[src/rtl/counter_pkg.sv]
// counter_pkg: constants shared by the counter family (up-counters and the
// down-counter/timer).
//   CNT_W              default counter width
//   CNT_IDLE, CNT_RUN  timer state encodings
//   cnt_state_t        enum built on those encodings
package counter_pkg;

  localparam int   CNT_W    = 4;
  localparam logic CNT_IDLE = 1'b0;
  localparam logic CNT_RUN  = 1'b1;

  typedef enum logic {
    ST_IDLE = CNT_IDLE,
    ST_RUN  = CNT_RUN
  } cnt_state_t;

endpackage

[src/rtl/counter_4bdown_timer.sv]
// counter_4bdown_timer: loadable synchronous down-counter/timer.
// The counter is loaded with a count, and START begins counting down. When the
// count expires, TC goes high for one cycle. If AUTO is set, the counter
// reloads and keeps running, so it produces a periodic tick.
// Ports:
//   CLK    clock, posedge
//   RST    synchronous active-high reset
//   LOAD   load DIN into count and reload register (forces IDLE)
//   DIN    load value
//   START  begin counting from current Q (IDLE only)
//   EN     count enable; low pauses a running count
//   AUTO   reload on expiry instead of returning to IDLE
//   Q      current count
//   BUSY   high while running
//   TC     one-cycle terminal-count pulse
module counter_4bdown_timer
  import counter_pkg::*;
#(
  parameter int WIDTH = CNT_W
) (
  input  logic             CLK,
  input  logic             RST,
  input  logic             LOAD,
  input  logic [WIDTH-1:0] DIN,
  input  logic             START,
  input  logic             EN,
  input  logic             AUTO,
  output logic [WIDTH-1:0] Q,
  output logic             BUSY,
  output logic             TC
);

  localparam logic [WIDTH-1:0] ONE  = WIDTH'(1);
  localparam logic [WIDTH-1:0] ZERO = '0;

  cnt_state_t       state_q, state_d;
  logic [WIDTH-1:0] q_q, q_d;
  logic [WIDTH-1:0] reload_q, reload_d;
  logic             tc_q, tc_d;

  always_comb begin
    state_d  = state_q;
    q_d      = q_q;
    reload_d = reload_q;
    tc_d     = 1'b0;     // TC is a pulse, so it clears unless it is set below
    if (LOAD) begin
      q_d      = DIN;
      reload_d = DIN;
      state_d  = ST_IDLE;
    end else begin
      unique case (state_q)
        ST_IDLE: begin
          if (START) begin
            // A zero count means a zero-length timeout. It fires at once and
            // the counter stays in IDLE.
            if (q_q == ZERO) tc_d = 1'b1;
            else             state_d = ST_RUN;
          end
        end
        ST_RUN: begin
          if (EN) begin
            if (q_q > ONE) begin
              q_d = q_q - ONE;
            end else if (q_q == ONE) begin
              tc_d = 1'b1;
              // A zero reload would give a run with no length, so it is
              // treated the same as AUTO=0.
              if (AUTO && reload_q != ZERO) begin
                q_d = reload_q;
              end else begin
                q_d     = ZERO;
                state_d = ST_IDLE;
              end
            end else begin
              // The state RUN with Q==0 is not reachable. It is recovered
              // here without a pulse.
              state_d = ST_IDLE;
            end
          end
        end
        default: state_d = ST_IDLE;
      endcase
    end
  end

  always_ff @(posedge CLK) begin
    if (RST) begin
      state_q  <= ST_IDLE;
      q_q      <= '0;
      reload_q <= '0;
      tc_q     <= 1'b0;
    end else begin
      state_q  <= state_d;
      q_q      <= q_d;
      reload_q <= reload_d;
      tc_q     <= tc_d;
    end
  end

  assign Q    = q_q;
  assign BUSY = (state_q == ST_RUN);
  assign TC   = tc_q;

endmodule

[config.mk]
export PLATFORM = sky130hd
export DESIGN_NAME = counter_4bdown_timer
export DESIGN_NICKNAME = d
export VERILOG_FILES = /design/src/rtl/counter_pkg.sv /design/src/rtl/counter_4bdown_timer.sv
export SDC_FILE = /design/constraint.sdc
export NUM_CORES = 1
export LEC_CHECK = 0
export ABC_AREA = 1
export BUFFER_PORTS_ARGS = -buffer_cell sky130_fd_sc_hd__buf_2
export CAP_MARGIN = 20
export CORE_MARGIN = 4
export CORE_UTILIZATION = 30
export DETAILED_ROUTE_END_ITERATION = 12
export HOLD_SLACK_MARGIN = 0.03
export PLACE_DENSITY = 0.47
export SLEW_MARGIN = 20
export SYNTH_ARGS = -nofsm -noshare
export SYNTH_HDL_FRONTEND = slang
export SYNTH_SLANG_ARGS = --single-unit
[constraint.sdc]
create_clock -name CLK -period 2.7 [get_ports CLK]
set_input_delay 0.81 -clock CLK [delete_from_list [all_inputs] [get_ports CLK]]
set_output_delay 0.81 -clock CLK [all_outputs]
set_load 0.01 [all_outputs]
==> flow_metrics.py <==
metrics = {
    "run_status": {
        "status": "complete, no violations",
    },
    "setup_path": {
        "worstPathArrival_ns": 0.86,
        "path_max_fanout": 5,
        "criticalPathCategory": "reg -> out",
        "cp_slowest_stage_delay_ns": 0.42,
        "cp-end-kind": "output port",
        "crit_family": "flip-flops",
        "r2r-start": "Q[0]$_SDFFE_PP0P_",
        "crit_chain": "buf_2",
        "start_kind": "register",
        "crit_buf_inv": 1,
        "cp_slowest_cell": "dfxtp_1",
        "regToRegSetupSlack_ns": 1.20,
        "worst_ep_required_time_ns": 1.89,
        "timing.rr.end": "Q[0]$_SDFFE_PP0P_",
        "reg2regPathDepth": 8,
    },
    "clock_tree": {
        "cts_resized": 0,
        "cts_tree": "built",
        "cts_setup_buffers": 0,
        "cts_max_level": 1,
        "clock_latency_ns": 0.27,
        "clkSinkCount": 10,
        "clockBufferDepth": 2,
        "cts_buffers": 3,
        "ctsHoldBuffers": 0,
        "clkSlewWorstSetupHoldPaths_ns": 0.06,
        "root_buffer": "clkbuf_4",
    },
    "sta": {
        "worst_pin_slew_ns": 0.258,
        "final_max_slew_viol_count": 0,
        "fin_worst_skew_ns": 0.000248,
        "relSlewSlack_pct": 82.8,
        "hold_viol": 0,
        "setup_viol": 0,
        "finalCritPeriodShare_pct": 61.7,
        "post-route-min-period_ns": 1.67,
        "fmax_mhz": 600,
        "finalSetupTns_ns": 0,
        "rsz0062_at_grt": "false",
    },
    "grt": {
        "grt-ovfl-total": 0,
        "antenna_found_initial": 0,
        "grt_pass1_wl_um": 2430,
        "grt_start_max_net_pins": 15,
        "first_global_vias": 554,
        "track_usage_pct": 11.7,
    },
    "cells_and_area": {
        "area.growth.synth_to_final_pct": 18.5,
        "drive_above_1_share_pct": 23.5,
        "fillCellCount": 230,
        "stdcell_area_um2": 769,
        "antenna_cells": 0,
        "nets": 133,
    },
    "hold_path": {
        "hp-start": "reload_q[0]$_SDFFE_PP0P_",
        "hold_class": "reg -> reg",
        "holdPathEnd": "reload_q[0]$_SDFFE_PP0P_",
        "min_path_cells": 2,
    },
    "detailed_routing": {
        "dr.pass1.iters": 4,
        "vias": 628,
        "wl_per_cell_um": 9.75,
        "avgViaCountPerCell": 4.30,
        "ant_nets": 0,
        "drc_errors": 0,
        "wl_um": 1420,
        "first_iter_violations": 17,
    },
    "logic_synthesis": {
        "ys_types": 18,
        "synth_seq_cells": 10,
        "syn_area_per_cell_um2": 6.37,
        "synth_seq_area_share_pct": 30.8,
        "synth_fp_nets": 114,
        "syn-cell-area_um2": 649,
        "synth_warnings": 0,
        "syn_inst": 102,
    },
    "die": {
        "die_width_um": 54.5,
        "io_pins": 16,
        "core_um2": 2000,
        "start_util_pct": 32.4,
        "die_h_um": 54.5,
        "core.rowCount": 16,
        "die-area_um2": 2970,
    },
    "power_and_ir_drop": {
        "ir_drop_v": 0.000208,
        "p_leak_nw": 0.423,
        "p_per_area_nw_per_um2": 495,
    },
    "run": {
        "timing.max_cap.violations": 0,
    },
    "place": {
        "dp_hpwl_um": 1170,
        "place_area_um2": 747,
        "gp_congestion": 0.779,
        "port_buffers": 15,
    },
}
[logic make-up (layout without fill, tap and decap cells)]
logic type / Yosys count / after routing / share of synthesized area, %
fa+ha+maj: 2 / 2 / 3.85
buf+inv: 17 / 34 / 11.0
flops: 10 / 10 / 30.8
compound gates: 15 / 15 / 13.5
simple gates: 58 / 58 / 40.8
[cell usage after synthesis, drive strengths merged]
| cell | number | share of area [%] |
|---|---|---|
| nor2 | 15 | 11 |
| o211ai | 1 | 1.2 |
| nand2 | 33 | 22 |
| nand3 | 10 | 8.5 |
| o31ai | 1 | 1.2 |
| ha | 2 | 3.9 |
| a21oi | 10 | 7.7 |
| dfxtp | 10 | 31 |
| buf | 1 | 1.7 |
| inv | 16 | 9.2 |
| o21ai | 3 | 3.5 |
[placed cells by master, fill, tap and decap left out]
master    synthesis  layout
o21ai_2           2       2
nor2_1           12      12
nand2_1          30      30
nor2_4            1       1
dfxtp_1          10      10
o211ai_1          1       1
o31ai_1           1       1
o21ai_1           1       1
nand3_1           9       9
inv_2             1       1
a21oi_1          10      10
nand2_2           1       1
clkbuf_4          0       3
nor2_2            2       2
ha_1              2       2
inv_1            15      15
nand2_4           2       2
nand3_2           1       1
buf_2             0      15
[sequential cells by signal, indices dropped and copies added, names as in the netlist]
register and count:
reload_q 4, Q 4, BUSY 1, TC 1
[layout make-up]
| cell class | instances | area [um^2] | share of cell area [%] |
|---|---|---|---|
| Multi-Input combinational cell | 75 | 378 | 49.1 |
| Sequential cell | 10 | 200 | 26.0 |
| Timing Repair Buffer | 15 | 75.1 | 9.76 |
| Inverter | 16 | 60.1 | 7.80 |
| Tap cell | 27 | 33.8 | 4.39 |
| Clock buffer | 3 | 22.5 | 2.93 |
[worst min-delay path, stage by stage (launching register included)]
cell     delay, ns
dfxtp_1       0.31
nand2_1       0.06
a21oi_1       0.05
[worst max-delay path by stage]
stage                 startpoint                end  slack (ns)  depth (start not counted)
2_1_floorplan                 EN  Q[0]$_SDFFE_PP0P_        1.28                          7
3_3_place_gp                LOAD  Q[3]$_SDFFE_PP0P_        1.15                          6
3_5_place_dp                LOAD  Q[3]$_SDFFE_PP0P_        1.10                          6
4_1_cts        Q[0]$_SDFFE_PP0P_               Q[0]        1.02                          1
5_1_grt        Q[2]$_SDFFE_PP0P_               Q[2]        0.99                          1
6_report       Q[0]$_SDFFE_PP0P_               Q[0]        1.03                          1
[stage by stage]
step           worst slack (ns)  util [%]  hold slack, ns  total power [W]  cells
3_5_place_dp               1.10      37.3           0.461         0.000281    143
3_3_place_gp               1.15      37.3           0.463         0.000281    143
2_1_floorplan              1.28         -           0.433         0.000251    102
6_report                   1.03      38.4           0.470         0.000381    146
4_1_cts                    1.02      38.4           0.472         0.000387    146
5_1_grt                   0.993      38.4           0.499         0.000411    146
[power by group]
group	switching (W)	internal [W]
clock network	0.0000523	0.0000516
logic	0.0000666	0.0000419
registers	0.0000103	0.000158
[layer usage]
metal	vias up	track usage, %	routed length [um]
met4	0	7.47	40
met1	254	16.1	712
met2	15	16.3	596
met3	5	2.45	74
met5	-	0	0
li1	354	-	-
(Power assumes the default switching activity.)
